**config.mk**
```make
export PLATFORM = sky130hd
export DESIGN_NAME = im_loader
export DESIGN_NICKNAME = d
export VERILOG_FILES = /design/src/rtl/im_loader.sv
export SDC_FILE = /design/constraint.sdc
export NUM_CORES = 1
export LEC_CHECK = 0
export ABC_AREA = 1
export CAP_MARGIN = 25
export CORE_ASPECT_RATIO = 1.1
export CORE_UTILIZATION = 43
export CTS_BUF_LIST = sky130_fd_sc_hd__clkbuf_4
export DETAILED_ROUTE_END_ITERATION = 12
export PLACE_DENSITY = 0.8
export SETUP_SLACK_MARGIN = 0.3
export SYNTH_ARGS = -nofsm -noshare
export SYNTH_HDL_FRONTEND = slang
export SYNTH_SLANG_ARGS = --single-unit
```
**constraint.sdc**
```tcl
create_clock -name clk -period 1.55 [get_ports clk]
set_input_delay 0.31 -clock clk [delete_from_list [all_inputs] [get_ports clk]]
set_output_delay 0.31 -clock clk [all_outputs]
set_load 0.05 [all_outputs]
```
**src/rtl/im_loader.sv**
```systemverilog
// im_loader: boot-time instruction-memory writer.
// Assembles a little-endian byte stream into words and holds the core in reset until the image is written.
module im_loader #(
    parameter logic [15:0] BASE_ADDR = 16'h0000,
    parameter int          MAX_WORDS = 16384
) (
    input  logic        clk,
    input  logic        rst,
    input  logic        in_valid,
    input  logic [7:0]  in_data,
    output logic        in_ready,
    output logic [3:0]  im_w_en,
    output logic [15:0] im_address,
    output logic [31:0] im_write_data,
    output logic        cpu_hold,
    output logic        done,
    output logic        error,
    output logic [15:0] words_written
);

    typedef enum logic [2:0] {
        S_LEN,
        S_DATA,
        S_WRITE,
        S_DONE,
        S_ERR
    } state_t;

    state_t state, next;

    logic [1:0]  byte_idx;
    logic [31:0] len_q;
    logic [23:0] word_q;

    logic        take;
    logic        last;
    logic [31:0] len_full;
    logic [31:0] word_full;
    logic [35:0] span;
    logic [31:0] ww_inc;

    logic        ready_d;
    logic [3:0]  wen_d;
    logic [15:0] addr_d;
    logic [31:0] data_d;
    logic        hold_d;
    logic        done_d;
    logic        err_d;

    assign take      = in_valid && in_ready;
    assign last      = take && (byte_idx == 2'd3);
    assign len_full  = {in_data, len_q[23:0]};
    assign word_full = {in_data, word_q};
    // Wide enough that 4*N can never overflow before the bound check.
    assign span      = 36'(BASE_ADDR) + {2'b00, len_full, 2'b00};
    assign ww_inc    = 32'(words_written) + 32'd1;

    // State register and datapath
    always_ff @(posedge clk or negedge rst) begin
        if (!rst) begin
            state         <= S_LEN;
            byte_idx      <= 2'd0;
            len_q         <= 32'd0;
            word_q        <= 24'd0;
            words_written <= 16'd0;
            in_ready      <= 1'b0;
            im_w_en       <= 4'h0;
            im_address    <= BASE_ADDR;
            im_write_data <= 32'd0;
            cpu_hold      <= 1'b1;
            done          <= 1'b0;
            error         <= 1'b0;
        end else begin
            state         <= next;
            in_ready      <= ready_d;
            im_w_en       <= wen_d;
            im_address    <= addr_d;
            im_write_data <= data_d;
            cpu_hold      <= hold_d;
            done          <= done_d;
            error         <= err_d;
            if (take) begin
                byte_idx <= byte_idx + 2'd1;
                if (state == S_LEN) begin
                    unique case (byte_idx)
                        2'd0: len_q[7:0]   <= in_data;
                        2'd1: len_q[15:8]  <= in_data;
                        2'd2: len_q[23:16] <= in_data;
                        2'd3: len_q[31:24] <= in_data;
                    endcase
                end else begin
                    unique case (byte_idx)
                        2'd0: word_q[7:0]   <= in_data;
                        2'd1: word_q[15:8]  <= in_data;
                        2'd2: word_q[23:16] <= in_data;
                        default: ;
                    endcase
                end
            end
            if (state == S_WRITE)
                words_written <= words_written + 16'd1;
        end
    end

    // Next-state logic
    always_comb begin
        next = state;
        unique case (state)
            S_LEN: begin
                if (last) begin
                    if (len_full == 32'd0)
                        next = S_DONE;
                    else if (len_full > 32'(MAX_WORDS) ||
                             span > 36'd65536)
                        next = S_ERR;
                    else
                        next = S_DATA;
                end
            end
            S_DATA: begin
                if (last)
                    next = S_WRITE;
            end
            S_WRITE: begin
                next = (ww_inc == len_q) ? S_DONE : S_DATA;
            end
            S_DONE:  next = S_DONE;
            S_ERR:   next = S_ERR;
            default: next = S_LEN;
        endcase
    end

    // Registered outputs are computed from the upcoming state
    always_comb begin
        ready_d = (next == S_LEN) || (next == S_DATA);
        wen_d   = (next == S_WRITE) ? 4'hF : 4'h0;
        addr_d  = im_address;
        data_d  = im_write_data;
        hold_d  = (next != S_DONE);
        done_d  = (next == S_DONE);
        err_d   = (next == S_ERR);
        if (next == S_WRITE && state != S_WRITE) begin
            addr_d = BASE_ADDR + (words_written << 2);
            data_d = word_full;
        end
    end

endmodule
```
* Word level (Yosys, flattened, before mapping) *
Index checks and enable logic that the tools add are counted.

word-level totals
  register bits after elaboration = 131
  input port bits = 11
  logic and storage cells = 60

operators by class
  add/subtract/negate cells = 3
  $lt $le $gt $ge = 2
  eq/ne operators = 14
  multiplexer cells = 7
  bitwise gates (word level) = 1
  reductions and logical operators = 16

operator list
  kind                   number
  $gt 34x17->1 const B   1
  $eq 17x32->1           1
  $gt 32x15->1 const B   1
  $logic_not 32->1       1
  $reduce_and 3->1       7
  $add 16x1->17 const B  1
  $add 16x1->16 const B  1
  $pmux 3 s5             1
  $eq 3x2->1 const B     4
  $mux 3                 4
  $eq 3x1->1 const B     2
  $eq 3x3->1 const B     2
  $logic_not 3->1        2
  $ne 3x2->1 const B     2
  $eq 2x2->1 const B     2
  $mux 4                 1
  $logic_and 1x1->1      3
  $add 2x1->2 const B    1
  $eq 2x1->1 const B     1
  $logic_not 2->1        1
  $logic_or 1x1->1       2
  $mux 2                 1
  $not 1->1              1

* Longest topological paths before layout *
Gate-level depths: netlist of run 1.

  depth in word-level cells = 8
  mapped depth = 14

* Worst setup path before layout of run 1 *
No wires, ideal clock.

  kind = flip-flop to flip-flop
  start point = register words_written[0]
  end point = register in_ready
  arrival = 1.954 ns
  required time = 1.428 ns
  setup slack = -0.526 ns
  cell stages (with the launch flop) = 12
  path buffers = 0
  period minus slack after synthesis = 2.076 ns
  cell sequence = dfrtp_1 ha_1 nand2_1 nor2_2 nand3_1 nand3_1 nand2_1 nand3b_1 nor2_1 nand3_1 nand2_1 nor2_1

between the ends
  cells in the longest elaborated chain, start to end = 6

RTL lines
  what                                           RTL line  source
  from (decl)                                    18        output logic [15:0] words_written
  from (signal assigned)                         101       words_written <= words_written + 16'd1;
  $add 16x1->17 (*)                              56        assign ww_inc = 32'(words_written) + 32'd1;
  $eq 17x32->1 (*)                               125       next = (ww_inc == len_q) ? S_DONE : S_DATA;
  $mux 2 (*)                                     125
  $pmux 3 s5 (*)                                 108       unique case (state)
  named net next[1]                              29        state_t state, next;
  $eq 3x1->1 or $logic_not 3->1 (tied branches)  135       ready_d = (next == S_LEN) || (next == S_DATA);
  $logic_or 1x1->1 (*)                           135
  named net ready_d                              42        logic ready_d;
  to (signal assigned)                           75        in_ready <= ready_d;
  to (decl)                                      11        output logic in_ready,

Mark *: on every way through the listed nets, which the timed path passes. The rest lies on a longest branch.
A chain may end at the register's enable or synchronous reset.

* Final worst setup path of run 1 *
  start point = register words_written[2]
  end point = register cpu_hold

between the ends
  cells in the longest elaborated chain, start to end = 5

RTL lines
  what                  RTL line  source
  $add 16x1->17         56
  $eq 17x32->1          125
  $mux 2                125
  $pmux 3 s5            108
  named net next[1]     29
  $ne 3x2->1            139       hold_d = (next != S_DONE);
  named net hold_d      46        logic hold_d;
  to (signal assigned)  79        cpu_hold <= hold_d;
  to (decl)             15        output logic cpu_hold,

The timed path passes the listed nets, and every way through them passes these cells.

==> results of run 1 <==
[worst max path at each step]
| stage | startpoint | to | slack [ns] | cells past startpoint |
|---|---|---|---|---|
| after floorplan | words_written[0] | in_ready | -0.26 | 14 |
| after CTS | words_written[1] | in_ready | -0.26 | 14 |
| after global routing | words_written[0] | cpu_hold | -0.92 | 12 |
| final | words_written[2] | cpu_hold | -0.94 | 12 |
| after detailed placement | in_data[4] | in_ready | -0.45 | 11 |
| after global placement | in_data[4] | done | -0.36 | 9 |
[worst register-to-register path, stage by stage, from the launching register on]
cell,delay (ns)
sky130_fd_sc_hd__dfrtp_2,0.47
sky130_fd_sc_hd__buf_4,0.19
sky130_fd_sc_hd__nand3_4,0.11
sky130_fd_sc_hd__nor2_4,0.25
sky130_fd_sc_hd__nand3_1,0.18
sky130_fd_sc_hd__nand2_2,0.16
sky130_fd_sc_hd__nand2_4,0.08
sky130_fd_sc_hd__a21oi_2,0.36
sky130_fd_sc_hd__nand2_2,0.15
sky130_fd_sc_hd__nor2_4,0.15
sky130_fd_sc_hd__nand3_4,0.12
sky130_fd_sc_hd__nand2_4,0.11
sky130_fd_sc_hd__nand2_1,0.08
[cell type report]
| cell class | instances | area [um2] | share of cell area |
|---|---|---|---|
| inverters | 63 | 269.0 | 0.02417 |
| well taps | 157 | 196.4 | 0.01765 |
| multi-input cells | 482 | 3548 | 0.3189 |
| repair buffers | 289 | 3631 | 0.3263 |
| clock inverters | 12 | 95.09 | 0.008545 |
| clock buffers | 20 | 150.1 | 0.01349 |
| flip-flops and latches | 128 | 3238 | 0.2910 |
[per-layer routing]
| metal | up-vias | share of wire | GRT usage | wire length (um) |
|---|---|---|---|---|
| met5 | - | 0 | 0 | 0 |
| met4 | 0 | 0.12 | 0.2813 | 3925 |
| met3 | 392 | 0.14 | 0.1146 | 4692 |
| met2 | 920 | 0.44 | 0.5699 | 14660 |
| met1 | 3550 | 0.31 | 0.4218 | 10420 |
| li1 | 2796 | - | - | - |
[where the power goes]
part           internal, uW  switching, uW  leakage (uW)
Clock                   824           1540      0.000127
Combinational          4430           5570       0.00337
Sequential             4380           1460       0.00165
Total                  9630           8570       0.00515
[metrics by stage]
step | TNS, ns | cells | area, um2
floorplan | -10.25 | 694 | 5882
global placement | -19.70 | 995 | 8066
detailed placement | -21.38 | 995 | 8066
CTS | -2.073 | 1105 | 9699
global route | -29.89 | 1151 | 11130
finish | -27.38 | 1151 | 11130
[repair_timing]
item | in CTS | in global routing
pin swaps | 50 | 67
endpoints found under the setup margin | 195 | 196
resized for setup | 235 | 288
setup buffers | 64 | 44
hold buffers | 1 | 0
gates cloned | 13 | 2
endpoints found under the hold margin | 127 | 0
[state kept, by name, indices dropped and copies added (netlist names)]
name / flops
words_written: 16
in_ready: 1
im_w_en: 1
byte_idx: 2
done: 1
cpu_hold: 1
error: 1
word_q: 24
len_q: 32
im_address: 14
state: 3
im_write_data: 32
[layout by cell type (no fill, tap or decap), drive strengths merged]
cell type / instances
and2: 2
bufinv: 2
dfrtp: 127
clkinv: 7
clkdlybuf4s50: 9
clkinvlp: 5
ha: 5
xor2: 3
nor2: 42
dlygate4sd3: 1
dfstp: 1
clkbuf: 20
nand3b: 2
inv: 61
or2: 1
conb: 2
nor3: 4
nand4: 8
buf: 279
o21ai: 100
a21oi: 6
nor4: 2
nand3: 38
xnor2: 2
nand2: 265
[logic make-up (layout without fill, tap and decap cells)]
logic type | Yosys count | after routing | share of synthesized area
xor+xnor | 5 | 5 | 0.007731
fa+ha+maj | 5 | 5 | 0.01104
other cells | 1 | 2 | 0.0006619
flops | 128 | 128 | 0.5656
compound gates | 106 | 106 | 0.09430
simple gates | 362 | 364 | 0.2597
buf+inv | 86 | 384 | 0.06095
==> results.txt, run 1 <==
----------------------------------------------------
[STA]
  Total setup violations reported at the end of the flow ... 142
  Highest attainable clock frequency ... 402.2 MHz
  Setup repair after global routing missed its margin ... true
  Clock Skews ... just under 0.04 ns
  Final period util ... 1.604
  Pins Over Slew Limit ... 0
  Clock period minus worst slack ... 2.486 ns
  Final setup slack of the worst path ... -0.9364 ns
  Slew of the pin with the lowest slew margin ... between 0.5 and 0.6 ns
  Worst hold margin ... 0.1753 ns
  Final hold violation count ... 0
  Rel. slew slack ... 0.6447

[Worst setup path]
  Crit path launch type ... flip-flop
  Delay of the slowest cell on the worst path ... 0.47 ns
  Critical-path cell with the highest stage delay ... sky130_fd_sc_hd__dfrtp_2
  Cell chain of the critical path ... buf_4, nand3_4, nor2_4, nand3_1, nand2_2, nand2_4, a21oi_2, nand2_2, nor2_4, nand3_4, nand2_4, nand2_1
  Crit. End Element ... flip-flop
  Critical path required time ... around 2.0 ns
  Crit Path Class ... reg2reg
  Critical Path AT ... 2.98 ns
  Crit Path Max Fanout ... 4
  Reg-to-Reg End ... cpu_hold
  Setup slack of the most critical reg-to-reg path ... -0.94 ns
  Number of buffer and inverter stages on the critical path ... 1
  Worst-case reg-to-reg path depth ... 12
  Delay-heaviest family, CP ... simple AND/OR/NAND/NOR gates
  Reg-to-reg critical path startpoint ... words_written[2]

[Yosys]
  Cell with the most instances after synthesis ... sky130_fd_sc_hd__nand2_1
  Register bit total from synthesis ... 128
  Cell types with the highest counts after synthesis ... sky130_fd_sc_hd__nand2_1 (263), sky130_fd_sc_hd__dfrtp_1 (127), sky130_fd_sc_hd__o21ai_0 (98)
  Total of warnings raised by yosys ... 0
  Number of distinct library cells after synthesis ... 27
  Synth Flop Type ... sky130_fd_sc_hd__dfrtp_1
  Top cell type by total area after synthesis ... sky130_fd_sc_hd__dfrtp_1
  Biggest area contributors in the synthesized netlist ... sky130_fd_sc_hd__dfrtp_1 (56%), sky130_fd_sc_hd__nand2_1 (17%), sky130_fd_sc_hd__o21ai_0 (8.7%), sky130_fd_sc_hd__inv_1 (4.0%), sky130_fd_sc_hd__nand3_1 (3.4%)
  Area share of the largest cell type after synthesis ... 0.5610
  Mapped Cells ... 693
  Share of synthesized flip-flops with an asynchronous set or reset ... 1.000
  Post-synthesis instance area ... 5665 um2
  Avg Synthesized Cell Area ... roughly 8 um2
  Sequential share of the synthesized area ... 0.5656
  Count of flip-flops with a built-in enable after synthesis ... 0

[Min path]
  Class of the worst hold path ... in2async

[Route]
  Antenna viol nets, final ... 0
  Final routed wire length divided by cell count ... 29.27 um
  Routed vias ... 7658
  Number of iterations in the first detailed-routing pass ... 13
  Total DRC errors in the routed layout ... 6
  Final wirelength ... 33700 um
  Via density ... between 6 and 7
  Number of DRC markers in iteration 0 ... 1444

[Run]
  Number of maximum-capacitance violations ... 0

[CTS]
  Clock root buffer ... sky130_fd_sc_hd__clkbuf_4
  CTS sink count ... 128
  Htree depth ... 4
  Clock tree from TritonCTS ... yes
  Insertion delay to the later sink of the worst-skew pair ... 0.59 ns
  CTS clock-pin slew for the worst setup and hold paths ... about 0.13 ns
  Largest buffer count on any clock path ... 2
  Inserted Clock Buffers ... 17

[Layout]
  Number of filler instances in the final layout ... around 450
  Fraction of final layout cells sized beyond drive strength 1 ... 0.6087
  Relative area change from synthesis to final layout ... 96.42%
  Layout Nets ... 997
  Post-layout util ... 0.8727
  Number of diodes ... 0

[Floorplan]
  Num rows ... 43
  Std-Cell Core Area ... roughly 13000 um2
  Total I/O pin count ... 83
  Die Ht ... 122.4 um
  Initial Utilization ... 0.4443
  Die Wd ... ~110 um
  Die area ... 13640 um2

[GRT]
  Maximum number of pins on one net before global-route repair ... 44
  Total global-route track usage ... 0.3644
  Antenna violations before repair ... 0
  Global-route congestion overflow total ... 0
  Vias in the first global route ... 6645
  Wire length of the first global-routing pass ... 36720 um

[Place]
  Gpl congestion ... approximately 0.87
  Pre-CTS WS ... -0.4469 ns
  Port Buffer Count ... 80
  Sum of net half-perimeters after detailed placement ... 10690 um

[Power and ir drop]
  PnR Total Power ... 18200 uW
  Power per Cell Area ... 1636 nW/um2
  Leak Pwr ... 0.005148 uW
  Worst vdd ir ... 1.249 mV

[Run status]
  Violated checks ... DRC, setup timing
  Result of the run ... finished, violations left

----------------------------------------------------
Power figures use the tool's default switching activity.
==> run 2: changes to the inputs <==
--- a/config.mk
+++ b/config.mk
@@ -10,8 +10,9 @@
 export CORE_ASPECT_RATIO = 1.1
 export CORE_UTILIZATION = 43
 export CTS_BUF_LIST = sky130_fd_sc_hd__clkbuf_4
+export CTS_CLUSTER_DIAMETER = 200
 export DETAILED_ROUTE_END_ITERATION = 12
-export PLACE_DENSITY = 0.8
+export PLACE_DENSITY = 0.78
 export SETUP_SLACK_MARGIN = 0.3
 export SYNTH_ARGS = -nofsm -noshare
 export SYNTH_HDL_FRONTEND = slang
==> constraint.sdc (replaced) <==
create_clock -name clk -period 2.7 [get_ports clk]
set_input_delay 0.54 -clock clk [delete_from_list [all_inputs] [get_ports clk]]
set_output_delay 0.54 -clock clk [all_outputs]
set_load 0.005 [all_outputs]
==> run 2 against run 1 <==
Compared with the run above: critical path depth down 11; the flow finishes with violations (DRC); worst hold slack better by 0.29 ns; first-iteration DRC count down 77%; via count down 38%; power down 67%; final cell count down 17%; largest cell class is now registers; non-clock buffer count down 195.
==> results.txt, run 2 (synthesis gave the netlist of run 1 again) <==
----------------------------------------------------
[Run status]
  Result of the run ... finished, violations left
  Violated checks ... DRC

[Route]
  Routed vias ... 4780 (-38%)
  Final routed wire length divided by cell count ... 14.06 um (-52%)
  Antenna viol nets, final ... 0 (unchanged)
  Number of iterations in the first detailed-routing pass ... 9 (-4)
  Total DRC errors in the routed layout ... 6 (unchanged)
  Via density ... 5.010 (-25%)
  Final wirelength ... 13410 um (-60%)
  Number of DRC markers in iteration 0 ... 332 (-77%)

[Layout]
  Post-route cell area ... 7002 um2 (-37%)
  Relative area change from synthesis to final layout ... 23.59%
  Largest regs ... im_write_data x32, len_q x32, word_q x24
  Total area of multi-input combinational cells ... 2120 um2 (-40%)
  Fraction of final layout cells sized beyond drive strength 1 ... 0.06901 (-0.5396)
  Number of filler instances in the final layout ... 1177 (+160%)
  Number of diodes ... 0 (unchanged)
  Most frequent standard cell in the layout excluding fill and tap cells ... sky130_fd_sc_hd__nand2_1
  Post-layout util ... 0.5491 (-0.3236)
  Total area of sequential cells ... 3204 um2 (-1.0%)
  Top library cells by usage in the layout, fill and taps aside ... sky130_fd_sc_hd__nand2_1 (263), sky130_fd_sc_hd__dfrtp_1 (127), sky130_fd_sc_hd__o21ai_0 (98), sky130_fd_sc_hd__clkdlybuf4s50_1 (79), sky130_fd_sc_hd__inv_1 (60)
  Layout Nets ... 800 (-20%)

[Worst setup path]
  Delay of the slowest cell on the worst path ... 0.54 ns (+0.07 ns)
  Cell chain of the critical path ... clkdlybuf4s50_1
  Crit Path Class ... reg2out
  Critical Path AT ... 1.58 ns (-1.40 ns)
  Crit path launch type ... flip-flop
  Crit Path Max Fanout ... 7 (+3)
  Delay-heaviest family, CP ... buffers and inverters
  Critical-path cell with the highest stage delay ... sky130_fd_sc_hd__clkdlybuf4s50_1
  Number of buffer and inverter stages on the critical path ... 1 (unchanged)
  Crit. End Element ... primary output
  Critical path required time ... 2.16 ns (+0.12 ns)

[STA]
  Setup repair after global routing missed its margin ... false
  Highest attainable clock frequency ... 470.9 MHz
  Pins Over Slew Limit ... 0 (unchanged)
  Clock Skews ... 0.02134 ns (-0.01740 ns)
  Rel. slew slack ... 0.5560 (-0.08872)
  Total setup violations reported at the end of the flow ... 0 (-100%)
  Final period util ... 0.7866
  Final total negative setup slack ... 0 ns (+27.38 ns)
  Final hold violation count ... 0 (unchanged)
  Slew of the pin with the lowest slew margin ... 0.6660 ns (+0.1366 ns)
  Clock period minus worst slack ... 2.124 ns

[CTS]
  Clock root buffer ... sky130_fd_sc_hd__clkbuf_4
  Insertion delay to the later sink of the worst-skew pair ... 0.56 ns (-0.03 ns)
  Largest buffer count on any clock path ... 2 (unchanged)
  Htree depth ... 4 (unchanged)
  CTS clock-pin slew for the worst setup and hold paths ... 0.13 ns (about the same)
  Number of setup buffers added after CTS ... 0 (-100%)
  CTS sink count ... 128 (unchanged)
  Inserted Clock Buffers ... 17 (unchanged)
  Clock tree from TritonCTS ... yes

[GRT]
  Antenna violations before repair ... 0 (unchanged)
  Global-route congestion overflow total ... 0 (unchanged)
  Total global-route track usage ... 0.2084 (-0.1559)
  Wire length of the first global-routing pass ... 21820 um (-41%)
  Vias in the first global route ... 4524 (-32%)
  Maximum number of pins on one net before global-route repair ... 69 (+57%)

[Run]
  Number of maximum-capacitance violations ... 0 (unchanged)

[Place]
  Port Buffer Count ... 80 (unchanged)
  Gpl congestion ... 0.8872 (+1.7%)
  Area after DPL ... 6665 um2 (-17%)
  Sum of net half-perimeters after detailed placement ... 9355 um (-12%)

[Floorplan]
  Die Ht ... 122.4 um (unchanged)
  Die Wd ... 111.4 um (unchanged)
  Num rows ... 43 (unchanged)
  Die area ... 13640 um2 (unchanged)
  Total I/O pin count ... 83 (unchanged)
  Std-Cell Core Area ... 12750 um2 (unchanged)
  Initial Utilization ... 0.4443 (unchanged)

[Power and ir drop]
  Leak Pwr ... 0.003363 uW (-35%)
  Worst vdd ir ... 0.4635 mV (-63%)
  Power per Cell Area ... 864.5 nW/um2 (-47%)

[Min path]
  Class of the worst hold path ... in2async

----------------------------------------------------
-- run 2: routing by layer --
metal / GRT usage / part of all wire / vias up
li1: - / - / 2392
met1: 0.2605 / 0.44 / 2238
met2: 0.3453 / 0.49 / 125
met3: 0.04593 / 0.047 / 25
met4: 0.1022 / 0.023 / 0
met5: 0 / 0 / -
-- run 2: path summary, 6_finish.rpt --
check | startpoint | to | slack (ns) | depth (start not counted)
max in group asynchronous | rst | word_q[11] | 1.51 | 3
hold / removal | rst | im_address[13] | 0.47 | 2
setup reg to reg | words_written[0] | in_ready | 0.70 | 12
hold reg to reg | word_q[11] | im_write_data[11] | 0.48 | 2
min in group clk | word_q[11] | im_write_data[11] | 0.48 | 2
setup / recovery | words_written[7] | words_written[7] | 0.58 | 1
-- run 2: area by class of cell --
type,count,area share
Clock inverter,15,0.02841
Multi-Input combinational cell,480,0.3027
Sequential cell,128,0.4576
Clock buffer,17,0.01823
Timing Repair Buffer,94,0.1312
Inverter,63,0.03377
Tap cell,157,0.02806
-- run 2: what timing repair did --
item                                   4_1_cts  5_1_grt
endpoints found under the hold margin       31        0
hold buffers                                 1        0
resized for setup                            0        0
-- run 2: metrics by stage --
stage / power, uW / worst slack (ns) / std cells / hold WS, ns
CTS: 6090 / 0.5476 / 954 / 0.4688
global route: 6474 / 0.4333 / 954 / 0.4813
global placement: 4547 / 0.4269 / 921 / 0.4567
floorplan: 3841 / 0.9377 / 694 / 0.2444
finish: 6053 / 0.5762 / 954 / 0.4658
detailed placement: 4600 / 0.3572 / 921 / 0.4580
-- run 2: report_power, final --
group,switching [uW],total [uW],internal (uW),leakage (uW)
clock,812,1480,673,0.000166
sequential,411,2910,2500,0.00170
combinational,875,1660,783,0.00150
total,2100,6050,3960,0.00336
